`config.mk`:
```
export PLATFORM = sky130hd
export DESIGN_NAME = multi_channel_snooper
export DESIGN_NICKNAME = d
export VERILOG_FILES = /design/src/rtl/pharos_snoop_pkg.sv /design/src/rtl/snoop_channel.sv /design/src/rtl/multi_channel_snooper.sv
export SDC_FILE = /design/constraint.sdc
export NUM_CORES = 2
export LEC_CHECK = 0
export BUFFER_PORTS_ARGS = -buffer_cell sky130_fd_sc_hd__buf_4
export CORE_ASPECT_RATIO = 0.8
export CORE_MARGIN = 2
export CORE_UTILIZATION = 55
export DETAILED_ROUTE_END_ITERATION = 10
export GPL_TIMING_DRIVEN = 0
export PLACE_DENSITY = 0.71
export RECOVER_POWER = 50
export REMOVE_ABC_BUFFERS = 1
export SLEW_MARGIN = 10
export SYNTH_ARGS = -nofsm -noshare
export SYNTH_HDL_FRONTEND = slang
export SYNTH_SLANG_ARGS = --single-unit
```
`constraint.sdc`:
```
create_clock -name clk -period 115.4 [get_ports clk]
set_input_delay 17.31 -clock clk [delete_from_list [all_inputs] [get_ports clk]]
set_output_delay 17.31 -clock clk [all_outputs]
set_load 0.02 [all_outputs]
```
`src/rtl/pharos_snoop_pkg.sv`:
```
// pharos_snoop_pkg: shared state type, frame sizing and saturating/popcount helpers
package pharos_snoop_pkg;
    typedef enum logic [1:0] {IDLE, MEASURE, DUMP} state_t;
    localparam int RES_WORD_W = 64;
    localparam int MAX_KEEP_W = 256;
    function automatic int frame_words(input int num_ch);
        return 1 + 3 * num_ch;
    endfunction
    function automatic logic [15:0] keep_popcount(input logic [MAX_KEEP_W-1:0] keep);
        logic [15:0] n;
        n = '0;
        for (int i = 0; i < MAX_KEEP_W; i++) n += 16'(keep[i]);
        return n;
    endfunction
    function automatic logic [63:0] sat_add(input logic [63:0] a, input logic [63:0] b, input int w);
        logic [64:0] s;
        logic [64:0] m;
        s = {1'b0, a} + {1'b0, b};
        m = (65'd1 << w) - 65'd1;
        return (s > m) ? m[63:0] : s[63:0];
    endfunction
endpackage

```
`src/rtl/snoop_channel.sv`:
```
// snoop_channel: per-link flit/packet/byte counters and packet-size accumulator
module snoop_channel
    import pharos_snoop_pkg::*;
#(
    parameter int TKEEP_WIDTH = 64,
    parameter int CNT_WIDTH = 48
) (
    input logic clk,
    input logic areset,
    input logic [TKEEP_WIDTH-1:0] keep,
    input logic valid,
    input logic ready,
    input logic last,
    input logic clear,
    input logic count,
    input logic in_measure,
    output logic [CNT_WIDTH-1:0] flits,
    output logic [CNT_WIDTH-1:0] packets,
    output logic [CNT_WIDTH-1:0] bytes,
    output logic [RES_WORD_W-1:0] packet_size,
    output logic packet_size_valid
);
    logic xfer;
    logic [63:0] pc;
    logic [63:0] acc;
    assign xfer = valid & ready;
    assign pc = 64'(keep_popcount(MAX_KEEP_W'(keep)));
    // the accumulator ignores window state so packets spanning windows keep their full size
    always_ff @(posedge clk or posedge areset) begin
        if (areset) begin
            flits <= '0;
            packets <= '0;
            bytes <= '0;
            acc <= '0;
            packet_size <= '0;
            packet_size_valid <= 1'b0;
        end else begin
            packet_size_valid <= xfer && last && in_measure;
            if (xfer) begin
                acc <= last ? '0 : acc + pc;
                if (last) packet_size <= acc + pc;
            end
            if (clear) begin
                flits <= '0;
                packets <= '0;
                bytes <= '0;
            end else if (count && xfer) begin
                flits <= CNT_WIDTH'(sat_add(64'(flits), 64'd1, CNT_WIDTH));
                bytes <= CNT_WIDTH'(sat_add(64'(bytes), pc, CNT_WIDTH));
                if (last) packets <= CNT_WIDTH'(sat_add(64'(packets), 64'd1, CNT_WIDTH));
            end
        end
    end
endmodule

```
`src/rtl/multi_channel_snooper.sv`:
```
// multi_channel_snooper: windowed multi-link traffic counters serialised as one result frame
module multi_channel_snooper
    import pharos_snoop_pkg::*;
#(
    parameter int NUM_CH = 4,
    parameter int TDATA_WIDTH = 512,
    parameter int TKEEP_WIDTH = TDATA_WIDTH / 8,
    parameter int CNT_WIDTH = 48
) (
    input logic clk,
    input logic areset,
    input logic [NUM_CH*TKEEP_WIDTH-1:0] mon_TKEEP,
    input logic [NUM_CH-1:0] mon_TVALID,
    input logic [NUM_CH-1:0] mon_TREADY,
    input logic [NUM_CH-1:0] mon_TLAST,
    input logic measure,
    output logic [RES_WORD_W-1:0] res_TDATA,
    output logic [7:0] res_TKEEP,
    output logic res_TVALID,
    input logic res_TREADY,
    output logic res_TLAST,
    output logic [NUM_CH*RES_WORD_W-1:0] packet_size,
    output logic [NUM_CH-1:0] packet_size_valid,
    output logic measure_sync_out,
    output logic busy
);
    localparam int FW = frame_words(NUM_CH);
    localparam int IW = $clog2(FW);
    state_t state, state_nx;
    logic [CNT_WIDTH-1:0] cycle_cnt;
    logic [CNT_WIDTH-1:0] flits [NUM_CH];
    logic [CNT_WIDTH-1:0] packets [NUM_CH];
    logic [CNT_WIDTH-1:0] bytes [NUM_CH];
    logic [RES_WORD_W-1:0] words [FW];
    logic [IW-1:0] word_idx;
    logic res_valid, clear, count, hs, final_word, measure_d;
    assign clear = (state == IDLE) && measure;
    assign count = (state == MEASURE) && measure;
    assign hs = res_valid && res_TREADY;
    assign final_word = word_idx == IW'(FW - 1);
    for (genvar c = 0; c < NUM_CH; c++) begin : g_ch
        snoop_channel #(.TKEEP_WIDTH(TKEEP_WIDTH), .CNT_WIDTH(CNT_WIDTH)) u_ch (
            .clk(clk),
            .areset(areset),
            .keep(mon_TKEEP[c*TKEEP_WIDTH +: TKEEP_WIDTH]),
            .valid(mon_TVALID[c]),
            .ready(mon_TREADY[c]),
            .last(mon_TLAST[c]),
            .clear(clear),
            .count(count),
            .in_measure(state == MEASURE),
            .flits(flits[c]),
            .packets(packets[c]),
            .bytes(bytes[c]),
            .packet_size(packet_size[c*RES_WORD_W +: RES_WORD_W]),
            .packet_size_valid(packet_size_valid[c])
        );
    end
    always_comb begin
        state_nx = clear ? MEASURE :
                   (state == MEASURE && !measure) ? DUMP :
                   (state == DUMP && hs && final_word) ? IDLE : state;
        words[0] = RES_WORD_W'(cycle_cnt);
        for (int c = 0; c < NUM_CH; c++) begin
            words[1+3*c] = RES_WORD_W'(flits[c]);
            words[2+3*c] = RES_WORD_W'(packets[c]);
            words[3+3*c] = RES_WORD_W'(bytes[c]);
        end
    end
    // res_valid is purely registered so res_TREADY never reaches res_TVALID combinationally
    always_ff @(posedge clk or posedge areset) begin
        if (areset) begin
            state <= IDLE;
            cycle_cnt <= '0;
            word_idx <= '0;
            res_valid <= 1'b0;
            measure_d <= 1'b0;
        end else begin
            state <= state_nx;
            measure_d <= measure;
            res_valid <= (state == DUMP) && !(hs && final_word);
            if (clear) cycle_cnt <= '0;
            else if (count) cycle_cnt <= CNT_WIDTH'(sat_add(64'(cycle_cnt), 64'd1, CNT_WIDTH));
            if (clear) word_idx <= '0;
            else if (hs) word_idx <= final_word ? '0 : word_idx + IW'(1);
        end
    end
    assign res_TDATA = words[word_idx];
    assign res_TKEEP = res_valid ? 8'hFF : 8'h00;
    assign res_TVALID = res_valid;
    assign res_TLAST = res_valid && final_word;
    assign measure_sync_out = measure_d;
    assign busy = state != IDLE;
endmodule
```
==> metrics.md <==
| Metric | Value |
|---|---|
| Critical-path cell list | `clkbuf_4 -> clkinvlp_2 -> clkbuf_1 -> clkbuf_1 -> clkbuf_1 -> clkbuf_1` |
| Number of CTS-inserted buffers | `130` |
| Fin cells | `11400` |
| Dpl hpwl | `207000 µm` |
| CP Capture Type | `asynchronous set/reset pin` |
| NetSw | `1.55 mW` |
| Seq pwr share | `0.147` |
| Synthesized cell area | `79300 µm²` |
| Top cell by count, worst path | `clkbuf_1` |
| Clock transition at path regs | `0.05 ns` |
| Postcts setup bufs | `0` |
| Top_reg_cell synth | `dfrtp_1` |
| FFs w/ async S/R, synth | `1.00` |
| Via density | `6.71` |
| Root Buffer | `clkbuf_16` |
| Crit-path max cell delay | `4.41 ns` |
| CP top delay family | `buffers and inverters` |
| Worst-Skew Late Latency | `0.81 ns` |
| CP Launch Point | `areset` |
| Max Fanout on Critical Path | `109` |
| Max cap viols | `22` |
| Post-synthesis sequential area ratio | `0.362` |
| Placer congestion estimate | `1.08` |
| Tmin final | `34.50 ns` |
| Hold Vio Cnt, Final | `0` |
| Die Span Y | `344 µm` |
| Worst-case clock buffer depth | `3` |
| Leak | `36.1 nW` |
| First-pass GRT wire length | `428000 µm` |
| Count of pins over their slew limit | `1427` |
| Post-route DRC | `0` |
| Clk_skew | `0.0276 ns` |
| Type of the most critical hold path | `reg2reg` |
| CP bufs+invs | `6` |
| Int Power | `1.51 mW` |
| Warnings from Yosys | `0` |
| Status | `finished, violations left` |
| Die width | `429 µm` |
| Startpoint Class | `input port` |
| Switch share | `0.506` |
| Average size of a mapped cell | `8.61 µm²` |
| Slowest stage cell, crit path | `clkbuf_1` |
| Synth area leaders | `dfrtp_1 36%, fa_1 5.7%, o21ai_0 5.5%` |
| Clk sink count | `1148` |
| Final net count | `9999` |
| Pwr/cell area | `34.6 nW/µm²` |
| Cell count after synthesis | `9210` |
| Synth area leader | `dfrtp_1` |
| Worst vdd ir | `0.108 mV` |
| Number of gates resized after cts | `0` |
| DR WL/cell | `24.7 µm` |
| Slew @ Worst Pin | `6.02 ns` |
| TNS Setup | `0 ns` |
| Total Routing Usage GR | `0.372` |
| I/O Pins | `608` |
| Htree depth | `4` |
| Port buffer count | `591` |
| # rows | `124` |
| Clock power frac | `0.139` |
| Initial antenna violation count | `22` |
| Combinational power share | `0.714` |
| Placed Instances | `11100` |
| Antenna viol nets, final | `0` |
| Drt initial violations | `10300` |
| # setup viols final | `0` |
| WP data required | `115.18 ns` |
| Final wirelength | `281000 µm` |
| Post-synthesis register bit count | `1148` |
| Relative slew slack | `-3.01` |
| DIE AREA | `147000 µm²` |
| Fin crit share | `0.299` |
| Layout area overhead | `11.4%` |
| TritonCTS clock tree | `yes` |
| Setup CP Type | `in2async` |
| Post-synth cell types | `96` |
| Worst setup margin | `80.90 ns` |
| Yosys top cell area share | `0.362` |
| Hold path start | `g_ch[3].u_ch.packet_size[24]` |
| Reg2Reg Launch Point | `state[0]` |
| Initial Utilization | `0.554` |
| DR vias | `76200` |
| Failing checks | `capacitance limit, slew limit` |
| Layout cells sized above 1 | `0.0889` |
| Worst path arrival time | `34.29 ns` |
| Post-synth EDFFs | `0` |
| Fmax | `29.0 MHz` |
| Hold_buf cts | `0` |
| Core footprint | `143000 µm²` |
| GR Overflow Total | `0` |
| Number of global-route vias before repair | `70200` |
| Unrepaired setup endpoints after global routing | `no` |
| DR pass1 iterations | `9` |
| Largest net degree at the start of global routing | `110` |
| Pre-CTS WS | `88.72 ns` |
[flip-flops by register name (all words and copies together) (netlist names)]
name,cells
g_ch.u_ch.bytes,192
g_ch.u_ch.packets,192
g_ch.u_ch.acc,256
state,2
g_ch.u_ch.packet_size_valid,4
g_ch.u_ch.packet_size,256
cycle_cnt,48
measure_sync_out,1
res_TVALID,1
word_idx,4
g_ch.u_ch.flits,192
[cell usage after synthesis, drive strengths merged (140+ instances only)]
master and number:
clkbuf 570, o31ai 145, fa 224, nand3 406, xnor2 187, a21oi 470, nor3 310, nor2 618
xor2 188, nor4 156, ha 140, and3 300, a31oi 322, dfrtp 1148, nand4 250, inv 530
o21ai 884, nand2 899
[tightest hold or removal path: stages (launching register included)]
cell,delay [ns]
dfrtp_1,0.34
nand2_1,0.04
o21ai_0,0.06
[cells by family (layout without fill, tap and decap cells)]
logic type,count (synthesis),count (layout),synth area share
other,1,18,0.0000473
buffers and inverters,1204,1439,0.0590
multiplexers,211,211,0.0457
adder cells (fa/ha/maj),364,364,0.0786
AND/OR/NAND/NOR,3423,3423,0.220
AO/OA/AOI/OAI,2484,2484,0.193
XOR/XNOR,375,375,0.0414
flip-flops,1148,1148,0.362
[metrics by stage]
stage	area, µm²	hold WS, ns	utilization	power (mW)
2_1_floorplan	76700	0.445	-	1.99
3_3_place_gp	83500	0.457	0.584	2.53
3_5_place_dp	85500	0.464	0.598	2.62
4_1_cts	89800	0.475	0.628	3.06
5_1_grt	88300	0.494	0.618	3.32
6_report	88300	0.474	0.618	3.06
[power groups by stage]
stage	registers, mW	logic, mW	clock network, mW
2_1_floorplan	0.470	1.52	0
3_3_place_gp	0.479	2.05	0
3_5_place_dp	0.455	2.16	0
4_1_cts	0.448	2.18	0.429
5_1_grt	0.451	2.42	0.445
6_report	0.449	2.19	0.425
[per-layer routing]
| metal | wire (µm) | GRT usage | part of all wire | vias up |
|---|---|---|---|---|
| met5 | 146 | 0 | 0.00052 | - |
| li1 | - | - | - | 33900 |
| met4 | 14400 | 0.169 | 0.051 | 22 |
| met3 | 33900 | 0.100 | 0.12 | 670 |
| met1 | 113000 | 0.522 | 0.40 | 37200 |
| met2 | 120000 | 0.539 | 0.43 | 4407 |
[layout by cell type (no fill, tap or decap), drive strengths merged, types with 37 or more instances in the layout]
master	Yosys	final
a31oi	322	322
ha	140	140
o21ai	884	884
mux4	120	120
a21o	60	60
a311oi	106	106
and4	113	113
and2	97	97
a21oi	470	470
xor2	188	188
a41oi	58	58
xnor2	187	187
or4	37	37
inv	530	535
and3	300	300
nor3	310	310
buf	101	383
nand4	250	250
fa	224	224
dfrtp	1148	1148
a211oi	104	104
clkbuf	570	486
nor2	618	618
o22ai	54	54
nor4	156	156
or3	43	43
o31ai	145	145
nand3	406	406
nand2	899	899
mux2i	84	84
[area by class of cell]
| type | instances | area, µm² |
|---|---|---|
| clock inverter | 36 | 480 |
| fill | 12500 | 54700 |
| multi-input combinational | 6873 | 46200 |
| sequential | 1148 | 28700 |
| antenna | 2 | 5.00 |
| timing repair buffer | 677 | 4730 |
| inverter | 533 | 2000 |
| clock buffer | 193 | 3780 |
| tap | 1890 | 2360 |
[worst paths after layout]
check                      cells past startpoint  slack, ns                            to
setup / recovery                               6      80.90      g_ch[3].u_ch.packets[37]
hold / removal                                 2       0.47  g_ch[3].u_ch.packet_size[24]
setup reg to reg                               7     108.32        g_ch[3].u_ch.flits[20]
hold reg to reg                                2       0.47  g_ch[3].u_ch.packet_size[24]
max in group clk                              24      89.26        g_ch[2].u_ch.bytes[14]
min in group asynchronous                      2      17.35  g_ch[3].u_ch.packet_size[59]
(Power assumes the default switching activity.)
